==> config.mk <==
export PLATFORM = sky130hd
export DESIGN_NAME = multicycle_control_flat
export DESIGN_NICKNAME = d
export VERILOG_FILES = /design/src/rtl/multicycle_control_if.sv /design/src/rtl/multicycle_control.sv /design/src/flat_wrapper.sv
export SDC_FILE = /design/constraint.sdc
export NUM_CORES = 1
export LEC_CHECK = 0
export ABC_AREA = 1
export CELL_PAD_IN_SITES_DETAIL_PLACEMENT = 1
export CELL_PAD_IN_SITES_GLOBAL_PLACEMENT = 2
export CORE_MARGIN = 2
export CORE_UTILIZATION = 30
export DETAILED_ROUTE_END_ITERATION = 10
export PLACE_DENSITY_LB_ADDON = 0.1
export RECOVER_POWER = 25
export SETUP_SLACK_MARGIN = 0.1
export SLEW_MARGIN = 20
export SYNTH_ARGS = -nofsm -noshare
export SYNTH_HDL_FRONTEND = slang
export SYNTH_SLANG_ARGS = --single-unit
export TNS_END_PERCENT = 10
==> constraint.sdc <==
create_clock -name clk -period 3.38 [get_ports clk]
set_input_delay 0.676 -clock clk [delete_from_list [all_inputs] [get_ports clk]]
set_output_delay 0.676 -clock clk [all_outputs]
set_load 0.005 [all_outputs]
==> src/rtl/multicycle_control_if.sv <==
// Handshake/bus bundle for the multicycle instruction sequencer.
// The master side drives run/opcode/mem_ready. The slave side (the controller)
// drives every datapath control strobe.
interface multicycle_control_if #(
    parameter int OPW  = 6,
    parameter int ALUW = 3
);
    logic            run;
    logic [OPW-1:0]  opcode;
    logic            mem_ready;
    logic            ir_write;
    logic            pc_write;
    logic [ALUW-1:0] alu_op;
    logic            alu_src;
    logic            mem_read;
    logic            mem_write;
    logic            mem_to_reg;
    logic            reg_write;
    logic            br_valid;
    logic [3:0]      br_code;
    logic [2:0]      state;
    logic            busy;
    logic            instr_done;
    logic            illegal;

    modport master (
        output run, opcode, mem_ready,
        input  ir_write, pc_write, alu_op, alu_src, mem_read, mem_write,
               mem_to_reg, reg_write, br_valid, br_code, state, busy,
               instr_done, illegal
    );

    modport slave (
        input  run, opcode, mem_ready,
        output ir_write, pc_write, alu_op, alu_src, mem_read, mem_write,
               mem_to_reg, reg_write, br_valid, br_code, state, busy,
               instr_done, illegal
    );
endinterface

==> src/rtl/multicycle_control.sv <==
// Multicycle instruction sequencer: IDLE/FETCH/DECODE/EXEC/MEM/WB.
// Control outputs are registered and decoded from the next state, so each
// strobe lines up exactly with the state it belongs to.
// Optional feature MC_MEM_WAIT_EN: MEM dwells until mem_ready is sampled high.
// Without it, MEM lasts exactly one cycle and mem_ready is ignored.
module multicycle_control #(
    parameter int OPW  = 6,
    parameter int ALUW = 3
) (
    input logic                clk,
    input logic                rst,
    multicycle_control_if.slave bus
);

    localparam logic [2:0] S_IDLE   = 3'd0;
    localparam logic [2:0] S_FETCH  = 3'd1;
    localparam logic [2:0] S_DECODE = 3'd2;
    localparam logic [2:0] S_EXEC   = 3'd3;
    localparam logic [2:0] S_MEM    = 3'd4;
    localparam logic [2:0] S_WB     = 3'd5;

    typedef struct packed {
        logic       legal;
        logic       wb;     // ALU or shift op that writes back
        logic       lw;
        logic       sw;
        logic       br;
        logic       src;
        logic [2:0] alu;
    } dec_t;

    // Opcode classifier. Any nonzero bit above bit 5 makes the opcode illegal.
    function automatic dec_t decode(input logic [OPW-1:0] op);
        dec_t       d;
        logic [5:0] lo;
        d  = '0;
        lo = op[5:0];
        if ((op >> 6) == '0) begin
            d.legal = 1'b1;
            case (lo)
                6'b000000: begin d.wb = 1'b1;                              end
                6'b000001: begin d.wb = 1'b1; d.src = 1'b1;                end
                6'b000010: begin d.wb = 1'b1;               d.alu = 3'd1;  end
                6'b000011: begin d.wb = 1'b1; d.src = 1'b1; d.alu = 3'd1;  end
                6'b000100: begin d.wb = 1'b1;               d.alu = 3'd2;  end
                6'b000101: begin d.wb = 1'b1;               d.alu = 3'd3;  end
                6'b001000: begin d.lw = 1'b1; d.src = 1'b1;                end
                6'b001001: begin d.sw = 1'b1; d.src = 1'b1;                end
                6'b001100: begin d.wb = 1'b1; d.src = 1'b1; d.alu = 3'd4;  end
                6'b001101: begin d.wb = 1'b1; d.src = 1'b1; d.alu = 3'd5;  end
                6'b001110: begin d.wb = 1'b1; d.src = 1'b1; d.alu = 3'd4;  end
                6'b010000: begin d.wb = 1'b1; d.src = 1'b1; d.alu = 3'd5;  end
                6'b010001: begin d.wb = 1'b1; d.src = 1'b1; d.alu = 3'd6;  end
                6'b010010: begin d.wb = 1'b1; d.src = 1'b1; d.alu = 3'd6;  end
                default: begin
                    if (lo >= 6'b010100 && lo <= 6'b011111) d.br = 1'b1;
                    else                                    d.legal = 1'b0;
                end
            endcase
        end
        return d;
    endfunction

    logic [2:0]      state;
    logic [2:0]      state_nx;
    logic [2:0]      fin;
    logic [OPW-1:0]  op_q;
    logic [OPW-1:0]  op_d;
    dec_t            dec_d;
    logic            mem_go;

    logic            ir_write_q,  ir_write_nx;
    logic            pc_write_q,  pc_write_nx;
    logic [ALUW-1:0] alu_op_q,    alu_op_nx;
    logic            alu_src_q,   alu_src_nx;
    logic            mem_read_q,  mem_read_nx;
    logic            mem_write_q, mem_write_nx;
    logic            mem_to_reg_q, mem_to_reg_nx;
    logic            reg_write_q, reg_write_nx;
    logic            br_valid_q,  br_valid_nx;
    logic [3:0]      br_code_q,   br_code_nx;
    logic            done_q,      done_nx;
    logic            illegal_q,   illegal_nx;

    // While in FETCH the live opcode is the one about to be latched.
    assign op_d  = (state == S_FETCH) ? bus.opcode : op_q;
    assign dec_d = decode(op_d);

`ifdef MC_MEM_WAIT_EN
    dec_t dec_q;
    assign dec_q  = decode(op_q);
    assign mem_go = bus.mem_ready;
`else
    logic unused_mem_ready;
    assign unused_mem_ready = bus.mem_ready;
    assign mem_go           = 1'b1;
`endif

    // State register and opcode latch
    always_ff @(posedge clk or posedge rst) begin
        if (rst) begin
            state <= S_IDLE;
            op_q  <= '0;
        end else begin
            state <= state_nx;
            if (state == S_FETCH) op_q <= bus.opcode;
        end
    end

    // Next-state logic; run only matters at instruction boundaries
    always_comb begin
        fin      = bus.run ? S_FETCH : S_IDLE;
        state_nx = S_IDLE;
        case (state)
            S_IDLE:   state_nx = bus.run ? S_FETCH : S_IDLE;
            S_FETCH:  state_nx = S_DECODE;
            S_DECODE: state_nx = dec_d.legal ? S_EXEC : fin;
            S_EXEC: begin
                if (dec_d.lw || dec_d.sw) state_nx = S_MEM;
                else if (dec_d.wb)        state_nx = S_WB;
                else                      state_nx = fin;
            end
            S_MEM: begin
                if (!mem_go)       state_nx = S_MEM;
                else if (dec_d.lw) state_nx = S_WB;
                else               state_nx = fin;
            end
            S_WB:     state_nx = fin;
            default:  state_nx = S_IDLE;
        endcase
    end

    // Output decode from the state being entered and its opcode
    always_comb begin
        ir_write_nx   = 1'b0;
        pc_write_nx   = 1'b0;
        alu_op_nx     = '0;
        alu_src_nx    = 1'b0;
        mem_read_nx   = 1'b0;
        mem_write_nx  = 1'b0;
        mem_to_reg_nx = 1'b0;
        reg_write_nx  = 1'b0;
        br_valid_nx   = 1'b0;
        br_code_nx    = 4'd0;
        done_nx       = 1'b0;
        illegal_nx    = 1'b0;
        case (state_nx)
            S_FETCH: begin
                ir_write_nx = 1'b1;
                pc_write_nx = 1'b1;
            end
            S_DECODE: begin
                illegal_nx = ~dec_d.legal;
                done_nx    = ~dec_d.legal;
            end
            S_EXEC: begin
                alu_op_nx  = ALUW'(dec_d.alu);
                alu_src_nx = dec_d.src;
                if (dec_d.br) begin
                    br_valid_nx = 1'b1;
                    br_code_nx  = op_d[3:0] - 4'd4;
                    done_nx     = 1'b1;
                end
            end
            S_MEM: begin
                mem_read_nx  = dec_d.lw;
                mem_write_nx = dec_d.sw;
`ifndef MC_MEM_WAIT_EN
                done_nx      = dec_d.sw;
`endif
            end
            S_WB: begin
                reg_write_nx  = 1'b1;
                mem_to_reg_nx = dec_d.lw;
                done_nx       = 1'b1;
            end
            default: ;
        endcase
    end

    // Registered outputs, cleared immediately on reset
    always_ff @(posedge clk or posedge rst) begin
        if (rst) begin
            ir_write_q   <= 1'b0;
            pc_write_q   <= 1'b0;
            alu_op_q     <= '0;
            alu_src_q    <= 1'b0;
            mem_read_q   <= 1'b0;
            mem_write_q  <= 1'b0;
            mem_to_reg_q <= 1'b0;
            reg_write_q  <= 1'b0;
            br_valid_q   <= 1'b0;
            br_code_q    <= 4'd0;
            done_q       <= 1'b0;
            illegal_q    <= 1'b0;
        end else begin
            ir_write_q   <= ir_write_nx;
            pc_write_q   <= pc_write_nx;
            alu_op_q     <= alu_op_nx;
            alu_src_q    <= alu_src_nx;
            mem_read_q   <= mem_read_nx;
            mem_write_q  <= mem_write_nx;
            mem_to_reg_q <= mem_to_reg_nx;
            reg_write_q  <= reg_write_nx;
            br_valid_q   <= br_valid_nx;
            br_code_q    <= br_code_nx;
            done_q       <= done_nx;
            illegal_q    <= illegal_nx;
        end
    end

    assign bus.ir_write   = ir_write_q;
    assign bus.pc_write   = pc_write_q;
    assign bus.alu_op     = alu_op_q;
    assign bus.alu_src    = alu_src_q;
    assign bus.mem_read   = mem_read_q;
    assign bus.mem_write  = mem_write_q;
    assign bus.mem_to_reg = mem_to_reg_q;
    assign bus.reg_write  = reg_write_q;
    assign bus.br_valid   = br_valid_q;
    assign bus.br_code    = br_code_q;
    assign bus.state      = state;
    assign bus.busy       = (state != S_IDLE);
    assign bus.illegal    = illegal_q;
`ifdef MC_MEM_WAIT_EN
    // A waiting sw only learns it is in its last MEM cycle when mem_ready arrives.
    assign bus.instr_done = done_q | ((state == S_MEM) & dec_q.sw & bus.mem_ready);
`else
    assign bus.instr_done = done_q;
`endif

endmodule

==> src/flat_wrapper.sv <==
// flat-port wrapper written by rule: the top's interface ports become plain ports
module multicycle_control_flat 
#(
    parameter int OPW  = 6,
    parameter int ALUW = 3
)
  (clk, rst, bus_run, bus_opcode, bus_mem_ready, bus_ir_write, bus_pc_write, bus_alu_op, bus_alu_src, bus_mem_read, bus_mem_write, bus_mem_to_reg, bus_reg_write, bus_br_valid, bus_br_code, bus_state, bus_busy, bus_instr_done, bus_illegal);
  multicycle_control_if #(.OPW(OPW), .ALUW(ALUW)) bus_i ();
  input logic clk;
  input logic rst;
  input wire logic [$bits(bus_i.run)-1:0] bus_run;
  input wire logic [$bits(bus_i.opcode)-1:0] bus_opcode;
  input wire logic [$bits(bus_i.mem_ready)-1:0] bus_mem_ready;
  output wire logic [$bits(bus_i.ir_write)-1:0] bus_ir_write;
  output wire logic [$bits(bus_i.pc_write)-1:0] bus_pc_write;
  output wire logic [$bits(bus_i.alu_op)-1:0] bus_alu_op;
  output wire logic [$bits(bus_i.alu_src)-1:0] bus_alu_src;
  output wire logic [$bits(bus_i.mem_read)-1:0] bus_mem_read;
  output wire logic [$bits(bus_i.mem_write)-1:0] bus_mem_write;
  output wire logic [$bits(bus_i.mem_to_reg)-1:0] bus_mem_to_reg;
  output wire logic [$bits(bus_i.reg_write)-1:0] bus_reg_write;
  output wire logic [$bits(bus_i.br_valid)-1:0] bus_br_valid;
  output wire logic [$bits(bus_i.br_code)-1:0] bus_br_code;
  output wire logic [$bits(bus_i.state)-1:0] bus_state;
  output wire logic [$bits(bus_i.busy)-1:0] bus_busy;
  output wire logic [$bits(bus_i.instr_done)-1:0] bus_instr_done;
  output wire logic [$bits(bus_i.illegal)-1:0] bus_illegal;
  assign bus_i.run = bus_run;
  assign bus_i.opcode = bus_opcode;
  assign bus_i.mem_ready = bus_mem_ready;
  assign bus_ir_write = bus_i.ir_write;
  assign bus_pc_write = bus_i.pc_write;
  assign bus_alu_op = bus_i.alu_op;
  assign bus_alu_src = bus_i.alu_src;
  assign bus_mem_read = bus_i.mem_read;
  assign bus_mem_write = bus_i.mem_write;
  assign bus_mem_to_reg = bus_i.mem_to_reg;
  assign bus_reg_write = bus_i.reg_write;
  assign bus_br_valid = bus_i.br_valid;
  assign bus_br_code = bus_i.br_code;
  assign bus_state = bus_i.state;
  assign bus_busy = bus_i.busy;
  assign bus_instr_done = bus_i.instr_done;
  assign bus_illegal = bus_i.illegal;
  multicycle_control #(.OPW(OPW), .ALUW(ALUW)) u_core (.clk(clk), .rst(rst), .bus(bus_i));
endmodule
==> run summary, run 1 <==
* **clock tree root buffer cell** sky130_fd_sc_hd__clkbuf_8
* **Setup Crit Path Kind** reg2reg
* **Overall Global Routing Usage** 14.7%
* **first-pass GRT wire length** 5990 microns
* **clock network power share** 11.6%
* **setup repair after global routing missed its margin** false
* **H-tree depth** 1
* **cell with the most instances after synthesis** sky130_fd_sc_hd__dfrtp_1
* **clock latency at the later pin of the worst-skew pair** 0.28 ns
* **number of flip-flops in the largest register** 6
* **reg2reg path depth** 14
* **category of the worst setup path capture point** flop
* **number of top-level design ports** 31
* **most prevalent standard cell on the critical path** sky130_fd_sc_hd__nand2_1
* **R2R Setup Slk** 0.63 ns
* **area enclosed by the die boundary** 0.00546 sq mm
* **switching power summed over all nets** 845 uW
* **post-synthesis async set-or-reset flop share** 100%
* **slowest CP cell** sky130_fd_sc_hd__clkbuf_1
* **number of buffers inserted during clock tree synthesis** 3
* **worst-margin pin slew** 0.927 ns
* **outcome** finished clean
* **part of the Yosys area used for sequential elements** 42.7%
* **internal power contribution** 854 uW
* **Tcrit/Tclk final** 81.2%
* **final routed wirelength across all metal layers** 3640 microns
* **total of flip-flops plus latches after synthesis** 25
* **post-synthesis instance area** 0.00147 sq mm
* **post-synthesis cell type count** 25
* **DR pass1 iterations** 4
* **die outline width** 73.9 microns
* **leakage** 0.943 nW
* **count of antenna diodes in the layout** 0
* **Remaining DRCs** 0
* **startpoint types** flop
* **effective utilization at floorplan** 31.0%
* **via count** 1151
* **P&R area growth vs syn** 27.5%
* **pin count of the biggest net entering global routing** 26
* **top cells by instance count after synthesis** sky130_fd_sc_hd__dfrtp_1 (25), sky130_fd_sc_hd__inv_1 (23), sky130_fd_sc_hd__nand2_1 (21)
* **Main synth FF type** sky130_fd_sc_hd__dfrtp_1
* **total number of nets in the final design** 212
* **average cell area after synthesis** 8.99 sq um
* **hold buffer count at CTS** 0
* **buffer count from post-CTS setup fixing** 0
* **Hold Path Class** reg2reg
* **proportion of netlist area held by the largest area contributor** 42.7%
* **worst reg2reg endpoint** u_core.bus.instr_done
* **cell count of the worst hold path** 2
* **worst slack on hold paths** 0.576 ns
* **combinational cell fraction of total power** 63.8%
* **worst-case clock skew** 0.00276 ns
* **required time of the critical path** 3.56 ns
* **clock tree buffer depth** 2
* **Power Density** 910 mW/mm^2
* **share of post-route cells with drive strength above 1** 24.5%
* **Overflow after GRT** 0
* **post-synth top area cell** sky130_fd_sc_hd__dfrtp_1
* **CP bufs+invs** 2
* **worst-case headroom to the max-slew limit** 37.8%
* **final core utilization** 39.5%
* **Endpoint, Worst Hold** u_core.op_q[1]
* **Setup WS pre-CTS** 0.398 ns
* **Reg with most FFs** u_core.op_q
* **standard-cell row count** 25
* **reported max-cap violation count** 0
* **number of pins with negative max-slew slack in the final report** 0
* **startpoint of the tightest hold check path** u_core.op_q[1]
* **Critical Path AT** 2.92 ns
* **1st-iter DRT viols** 46
* **Port-buffer cells** 29
* **cell area reported after detailed placement** 0.00184 sq mm
* **detailed-route wire length per cell** 13.8 microns
* **Setup-failing EPs final** 0
* **global placement routability congestion** 0.840
* **peak supply drop** 241 uV
* **post-route cell area** 0.00187 sq mm
* **Reg clk slew, reported paths** 0.10 ns
* **area of the core** 0.00472 sq mm
* **number of nets still failing antenna checks after routing** 0
* **Hold Vio Cnt, Final** 0
* **Cell Chain, Critical Path** inv_1 > nand3_1 > clkbuf_1 > nand2_1 > nand2_1 > nand2_2 > nand3_1 > nand2_1 > nor2_2 > nand3_2 > nand2_4 > nand3_4 > nand2_2 > nand3_2
* **setup slack after layout** 0.635 ns
* **cells taking the most area after synthesis** sky130_fd_sc_hd__dfrtp_1 (43%), sky130_fd_sc_hd__nand2_4 (6.9%), sky130_fd_sc_hd__nand3_2 (6.1%)
* **mean number of vias per cell** 4.38
* **die height** 73.9 microns
* **sequential power share** 24.6%
* **achievable clock frequency** 0.364 GHz
* **CTS tree** done
* **critical path's top delay family** simple AND/OR/NAND/NOR gates
* **sum of net half-perimeters after detailed placement** 2910 microns
* **number of enable-type register cells in the synthesized netlist** 0
* **Sinks on Clock Net** 25
* **launch instance of the worst register-to-register path** u_core.bus.state[1]
* **count of yosys warnings during synthesis** 0
* **vias in the first global route** 1208
* **fraction of power spent switching nets** 49.7%
* **net count after synthesis** 178
* **stage delay of the slowest cell on the critical path** 0.52 ns
* **PostCTS Resize Cnt** 0
* **clock period minus worst slack** 2.75 ns
* **maximum fanout along the worst path** 11
* **setup TNS** 0 ns
* **number of standard cells after synthesis** 163
* **initial antenna violation count** 0
[tightest hold or removal path, delay by kind of cell, from the launching register on]
family           cells  cell delay, ns
and+or+nand+nor      2            0.19
DFF                  1            0.35
[placed cells by master, fill, tap and decap left out]
| cell type | netlist | final |
|---|---|---|
| sky130_fd_sc_hd__clkdlybuf4s50_1 | 0 | 28 |
| sky130_fd_sc_hd__dfrtp_1 | 25 | 25 |
| sky130_fd_sc_hd__inv_1 | 23 | 23 |
| sky130_fd_sc_hd__nand2_1 | 21 | 22 |
| sky130_fd_sc_hd__nor2_1 | 15 | 15 |
| sky130_fd_sc_hd__nand3_1 | 10 | 11 |
| sky130_fd_sc_hd__nor2_2 | 10 | 10 |
| sky130_fd_sc_hd__nand2_2 | 8 | 8 |
| sky130_fd_sc_hd__nand2_4 | 9 | 8 |
| sky130_fd_sc_hd__nand3_2 | 9 | 8 |
| sky130_fd_sc_hd__ha_1 | 5 | 5 |
| sky130_fd_sc_hd__inv_2 | 5 | 4 |
| sky130_fd_sc_hd__o21ai_0 | 4 | 4 |
| sky130_fd_sc_hd__a21oi_1 | 4 | 4 |
| sky130_fd_sc_hd__clkbuf_8 | 0 | 3 |
| sky130_fd_sc_hd__nand4_1 | 2 | 2 |
| sky130_fd_sc_hd__nand3_4 | 2 | 2 |
| sky130_fd_sc_hd__clkinv_1 | 1 | 2 |
| sky130_fd_sc_hd__a211oi_1 | 2 | 2 |
| sky130_fd_sc_hd__or2_2 | 1 | 1 |
| sky130_fd_sc_hd__nor2_8 | 1 | 1 |
| sky130_fd_sc_hd__o211ai_1 | 1 | 1 |
| sky130_fd_sc_hd__o21ai_1 | 1 | 1 |
| sky130_fd_sc_hd__nor3b_2 | 1 | 1 |
| sky130_fd_sc_hd__a31oi_1 | 1 | 1 |
| sky130_fd_sc_hd__clkinvlp_4 | 0 | 1 |
| sky130_fd_sc_hd__dlygate4sd3_1 | 0 | 1 |
| sky130_fd_sc_hd__buf_4 | 1 | 1 |
| sky130_fd_sc_hd__clkbuf_1 | 0 | 1 |
[routing by layer]
layer	wire [microns]	global-route usage, %	vias up
met5	0	0	-
met4	49	4.24	0
met3	161	2.47	5
met2	1680	23.7	23
met1	1740	20.2	554
li1	-	-	569
[logic make-up (layout without fill, tap and decap cells)]
| logic type | after synthesis | in the layout | share of synthesized area [%] |
|---|---|---|---|
| buffers and inverters | 31 | 64 | 8.71 |
| adders and majority gates | 5 | 5 | 4.27 |
| DFF | 25 | 25 | 42.7 |
| and+or+nand+nor | 89 | 89 | 39.3 |
| AOI/OAI and AO/OA | 13 | 13 | 5.04 |
[worst max path at each step]
stage,slack [ns],cells past startpoint,to,startpoint
after floorplan,1.01,16,u_core.bus.instr_done,u_core.bus.state[1]
after global placement,0.47,13,u_core.bus.instr_done,bus_opcode[3]
after detailed placement,0.40,13,u_core.bus.instr_done,bus_opcode[3]
after CTS,0.69,13,u_core.bus.instr_done,bus_opcode[3]
after global routing,0.34,13,u_core.bus.instr_done,u_core.bus.state[1]
final,0.63,14,u_core.bus.instr_done,u_core.bus.state[1]
[final cells by class]
cell class / instances / area [sq um]
inverter: 29 / 109
clock buffer: 3 / 41.3
fill: 560 / 2860
clock inverter: 1 / 7.51
timing repair buffer: 31 / 302
sequential: 25 / 626
multi-input combinational: 107 / 699
tap: 67 / 83.8
[power by group through the flow]
stage          clock [mW]  sequential (mW)  combinational (mW)
2_1_floorplan           0            0.423               0.807
3_3_place_gp            0            0.422                1.11
3_5_place_dp            0            0.427                1.12
4_1_cts             0.202            0.421                1.13
5_1_grt             0.206            0.427                1.21
6_report            0.197            0.418                1.08
[through the flow]
step	total power, mW	std cells
global placement	1.53	259
detailed placement	1.55	259
CTS	1.75	263
floorplan	1.23	163
finish	1.70	263
global route	1.84	263
No activity file was read; power rests on OpenSTA's default activity.
==> inputs of run 2 (changes only) <==
--- a/config.mk
+++ b/config.mk
@@ -9,7 +9,7 @@
 export CELL_PAD_IN_SITES_DETAIL_PLACEMENT = 1
 export CELL_PAD_IN_SITES_GLOBAL_PLACEMENT = 2
 export CORE_MARGIN = 2
-export CORE_UTILIZATION = 30
+export CORE_UTILIZATION = 27
 export DETAILED_ROUTE_END_ITERATION = 10
 export PLACE_DENSITY_LB_ADDON = 0.1
 export RECOVER_POWER = 25
==> constraint.sdc (replaced) <==
create_clock -name clk -period 2.3 [get_ports clk]
set_input_delay 0.46 -clock clk [delete_from_list [all_inputs] [get_ports clk]]
set_output_delay 0.46 -clock clk [all_outputs]
set_load 0.005 [all_outputs]
==> run 2 against run 1 <==
  * Via count is 14% higher
  * Sequential power rose by 48%
  * Setup slack lost 0.50 ns
  * Critical endpoint unchanged
  * Critical path type unchanged
  * Highest routed layer unchanged
  * Maximum frequency grew 27%
==> run summary, run 2 (same netlist as run 1, synthesis figures left out) <==
* **outcome** finished clean
* **first-pass GRT wire length** 6890 microns
* **area enclosed by the die boundary** 0.00603 sq mm
* **setup TNS** 0 ns
* **total number of nets in the final design** 250
* **register area** 626 sq um
* **Overflow after GRT** 0
* **mean number of vias per cell** 4.31
* **slowest CP cell** sky130_fd_sc_hd__dfrtp_1
* **DR pass1 iterations** 4
* **1st-iter DRT viols** 16
* **Critical Path AT** 2.33 ns
* **die outline width** 77.7 microns
* **initial antenna violation count** 0
* **vias in the first global route** 1435
* **stage delay of the slowest cell on the critical path** 0.47 ns
* **R2R Setup Slk** 0.13 ns
* **H-tree depth** 1
* **global routing usage on met3** 2.44%
* **leakage** 1.19 nW
* **Reg with most FFs** u_core.op_q
* **met1 Resource Use GR** 19.4%
* **peak supply drop** 421 uV
* **final core utilization** 46.3%
* **area of the core** 0.00517 sq mm
* **number of nets still failing antenna checks after routing** 0
* **sum of net half-perimeters after detailed placement** 3140 microns
* **effective utilization at floorplan** 28.3%
* **launch instance of the worst register-to-register path** u_core.bus.state[1]
* **Port-buffer cells** 29
* **final routed wirelength across all metal layers** 4290 microns
* **category of the worst setup path capture point** flop
* **Tcrit/Tclk final** 94.2%
* **Hold Vio Cnt, Final** 0
* **reg2reg path depth** 16
* **most used cells in the layout excluding fill and tap cells** sky130_fd_sc_hd__buf_4 (33), sky130_fd_sc_hd__clkdlybuf4s50_1 (28), sky130_fd_sc_hd__dfrtp_1 (25)
* **Setup Crit Path Kind** reg2reg
* **Remaining DRCs** 0
* **Power Density** 1450 mW/mm^2
* **Cell Chain, Critical Path** inv_2 > nand3_4 > nand2_4 > o21ai_4 > buf_6 > ha_4 > inv_2 > nor2_2 > nand2_2 > nand2_2 > nor2_4 > nand3_4 > nand2_4 > nand3_4 > nand2_4 > nand3_2
* **die height** 77.7 microns
* **required time of the critical path** 2.46 ns
* **fill cell total of the finished layout** 588
* **number of pins with negative max-slew slack in the final report** 0
* **area used by multi-input combinational logic** 891 sq um
* **reported max-cap violation count** 0
* **count of antenna diodes in the layout** 0
* **setup slack after layout** 0.134 ns
* **Reg clk slew, reported paths** 0.10 ns
* **achievable clock frequency** 0.462 GHz
* **clock tree root buffer cell** sky130_fd_sc_hd__clkbuf_8
* **Setup-failing EPs final** 0
* **hold buffer count at CTS** 0
* **clock period minus worst slack** 2.17 ns
* **P&R area growth vs syn** 63.6%
* **cell count of the worst hold path** 2
* **most frequent standard cell in the layout excluding fill and tap cells** sky130_fd_sc_hd__buf_4
* **maximum fanout along the worst path** 5
* **CTS tree** done
* **worst-case clock skew** 0.00677 ns
* **clock tree buffer depth** 2
* **worst-margin pin slew** 1.38 ns
* **startpoint of the tightest hold check path** u_core.op_q[4]
* **Hold Path Class** reg2reg
* **startpoint types** flop
* **standard-cell row count** 26
* **number of top-level design ports** 31
* **global route hottest layer** met2
* **global placement routability congestion** 0.829
* **pin count of the biggest net entering global routing** 26
* **number of flip-flops in the largest register** 6
* **share of post-route cells with drive strength above 1** 48.3%
* **Overall Global Routing Usage** 14.4%
* **setup repair after global routing missed its margin** true
* **Sinks on Clock Net** 25
* **Endpoint, Worst Hold** u_core.op_q[4]
* **detailed-route wire length per cell** 14.1 microns
* **number of buffers inserted during clock tree synthesis** 3
* **Setup WS pre-CTS** -0.190 ns
* **via count** 1310
* **clock latency at the later pin of the worst-skew pair** 0.28 ns
* **worst-case headroom to the max-slew limit** 8.19%
* **GR met2 Demand/Resource** 23.9%
* **worst reg2reg endpoint** u_core.bus.instr_done
-- run 2: changes by cell type in the layout (fill, tap and decap cells not counted), moves of 5 or more --
| cell | previous run | this run |
|---|---|---|
| sky130_fd_sc_hd__buf_4 | 1 | 33 |
| sky130_fd_sc_hd__inv_2 | 4 | 9 |
| sky130_fd_sc_hd__nand2_1 | 22 | 14 |
| sky130_fd_sc_hd__nand3_1 | 11 | 5 |
-- run 2: repair_timing --
action / CTS / global route
buffers inserted: 4 / 14
pin swaps: 4 / 17
resized for setup: 10 / 37
endpoints found under the setup margin: 13 / 15
-- run 2: how the worst max path moves through the flow --
stage                             to                start  slack (ns)
2_1_floorplan  u_core.bus.instr_done  u_core.bus.state[1]        0.11
3_5_place_dp   u_core.bus.instr_done        bus_opcode[3]       -0.19
6_report       u_core.bus.instr_done  u_core.bus.state[1]        0.13
5_1_grt        u_core.bus.instr_done  u_core.bus.state[1]      0.0005
4_1_cts        u_core.bus.instr_done  u_core.bus.state[2]        0.10
3_3_place_gp   u_core.bus.instr_done        bus_opcode[3]       -0.11
-- run 2: per-stage QoR --
step | instance area, sq um | hold slack [ns] | total power, mW | std cells
floorplan | 1470 | 0.487 | 1.82 | 163
global placement | 2020 | 0.549 | 2.56 | 282
detailed placement | 2020 | 0.561 | 2.60 | 282
CTS | 2130 | 0.543 | 2.99 | 290
global route | 2400 | 0.617 | 3.73 | 304
finish | 2400 | 0.586 | 3.46 | 304
-- run 2: layout make-up --
cell class,instances,area share [%]
tap,70,3.65
clock buffer,3,1.72
multi-input combinational,107,37.2
inverter,29,4.65
timing repair buffer,69,26.5
clock inverter,1,0.209
sequential,25,26.1
-- run 2: metal layers --
metal,wire length [microns],vias up
met2,2190,20
met5,0,-
met3,130,5
li1,-,647
met4,43,0
met1,1930,638
-- run 2: critical path: cells and delay by family (launching register included) --
family	cells	cell delay (ns)
AOI/OAI and AO/OA	1	0.07
adders and majority gates	1	0.17
buffers and inverters	3	0.31
DFF	1	0.47
and+or+nand+nor	11	1.04
-- run 2: where the power goes --
group | internal (mW) | total [mW] | switching, mW
sequential | 0.552 | 0.619 | 0.0675
clock | 0.122 | 0.276 | 0.154
combinational | 1.20 | 2.57 | 1.37
total | 1.88 | 3.46 | 1.59
==> edit (settings of run 1) <==
Add a define of `MC_MEM_WAIT_EN`.
--- a/src/rtl/multicycle_control.sv
+++ b/src/rtl/multicycle_control.sv
@@ -4,4 +4,6 @@
 // Optional feature MC_MEM_WAIT_EN: MEM dwells until mem_ready is sampled high.
 // Without it, MEM lasts exactly one cycle and mem_ready is ignored.
+`define MC_MEM_WAIT_EN
+
 module multicycle_control #(
     parameter int OPW  = 6,
Check against the original RTL: not equivalent (Yosys sat finds a counterexample within 10 cycles, from zero or initial values and one cycle with rst high).
==> edit against run 1 <==
  * Combinational power is 28% lower
  * Sequential share of layout area is 4.0 points higher
  * Routed wire length decreased by 4.0%
  * Sequential cell count stayed put
  * Power decreased by 19%
  * Synthesized area decreased by 11%
  * Design area shrank 11%
  * Setup slack improved by 0.040 ns
  * Die area shrank 10%
  * Critical endpoint is now bus_instr_done
  * Largest power group unchanged
==> edit: results <==
metrics = {
    "status": {
        "status": "complete, no violations",
    },
    "route": {
        "wl_mm": 3.492,
        "met2_length_mm": 1.583,
        "vias": 1089,
        "drtPass1Iterations": 4,
        "wl_met3_um": 147,
        "met1Wirelength_mm": 1.689,
        "top_layer": "met4",
        "initialDrtViolationCount": 47,
    },
    "placement": {
        "dp_hpwl_mm": 2.731,
        "place.gp.congestion": 0.8305,
        "dp_slack_ns": 0.3904,
        "portBuffers": 30,
        "dpl-instance-area_mm2": 0.001644,
    },
    "worst_setup_path": {
        "max_stage_delay_ns": 0.49,
        "critPathLaunch": "bus_mem_ready",
        "cp-endpoint": "bus_instr_done",
        "timing.rr.start": "u_core.bus.state[1]$_DFF_PP0_",
        "worstReg2RegEnd": "u_core.done_q$_DFF_PP0_",
        "critPathMaxFanout": 2,
        "arrival_ns": 2.03,
        "slowest_stage": "clkdlybuf4s50_1",
        "reg2reg_depth": 15,
        "cp_top_family": "buffers and inverters",
        "reg2reg_slack_ns": 0.69,
    },
    "clock_tree": {
        "h-tree-depth": 1,
        "clkTransAtPathRegs_ns": 0.09,
        "cts_resized": 0,
        "cts.hold.buffers_added": 0,
        "insertion_delay_ns": 0.28,
        "cts-buffers-inserted": 3,
    },
    "sta": {
        "fin_skew_ns": 0.004690,
        "relSlewSlack": 0.3576,
        "max_freq_ghz": 0.3696,
    },
    "hold_path": {
        "whs_endpoint": "u_core.op_q[5]$_DFF_PP0_",
        "min_from": "u_core.op_q[5]$_DFF_PP0_",
    },
    "global_route": {
        "grt_pass1_wl_mm": 6.085,
        "gr-usage-all-layers": 0.1577,
        "antenna_found_initial": 0,
        "met3_usage": 0.03175,
        "grt_use_met1": 0.2160,
        "gr-usage-met2": 0.2466,
        "grt_pass1_vias": 1232,
    },
    "power": {
        "ir_worst_vdd_mv": 0.2097,
        "p_sw_frac": 0.4726,
        "p_leak_uw": 0.0008593,
        "power.internal_uw": 727.5,
        "comb_power_share": 0.561,
        "clock_power_share": 0.133,
    },
    "logic_synthesis": {
        "synth_nets": 168,
        "yosysUniqueCellTypes": 28,
        "yosysSeqAreaShare": 0.4798,
        "synth_top_cells_by_area": "dfrtp_1 (48%), nand2_1 (9.5%), nor2_1 (7.5%)",
        "synth_common_cells": "nand2_1 (33), nor2_1 (26), dfrtp_1 (25), inv_1 (19), nand3_1 (6)",
    },
    "finish": {
        "nets": 201,
        "drive_gt1_frac": 0.1383,
        "antenna_cells": 0,
    },
}
==> edit: cell types whose count changed after synthesis, sizes merged, moves of 3 or more <==
cell	change
nand2	+3
nor2	+4
nor3	+3
nand3	-13
ha	-3
inv	-4
==> edit: cell families after synthesis <==
kind of cell,share of synthesized area
buffers and inverters,0.08637
adders and majority gates,0.01919
and+or+nand+nor,0.3292
DFF,0.4798
AOI/OAI and AO/OA,0.08542
==> edit: area by class of cell <==
type / count / area (um2)
Inverter: 24 / 90.09
Tap cell: 50 / 62.56
Clock buffer: 3 / 41.29
Multi-Input combinational cell: 105 / 543.0
Fill cell: 499 / 2419
Clock inverter: 1 / 5.005
Timing Repair Buffer: 30 / 300.3
Sequential cell: 25 / 625.6
==> edit: through the flow <==
stage | utilization | hold slack [ns] | std cells
floorplan | - | 0.4944 | 156
global placement | 0.4023 | 0.5095 | 234
detailed placement | 0.4023 | 0.5283 | 234
CTS | 0.4137 | 0.5509 | 238
global route | 0.4081 | 0.5909 | 238
finish | 0.4081 | 0.5672 | 238
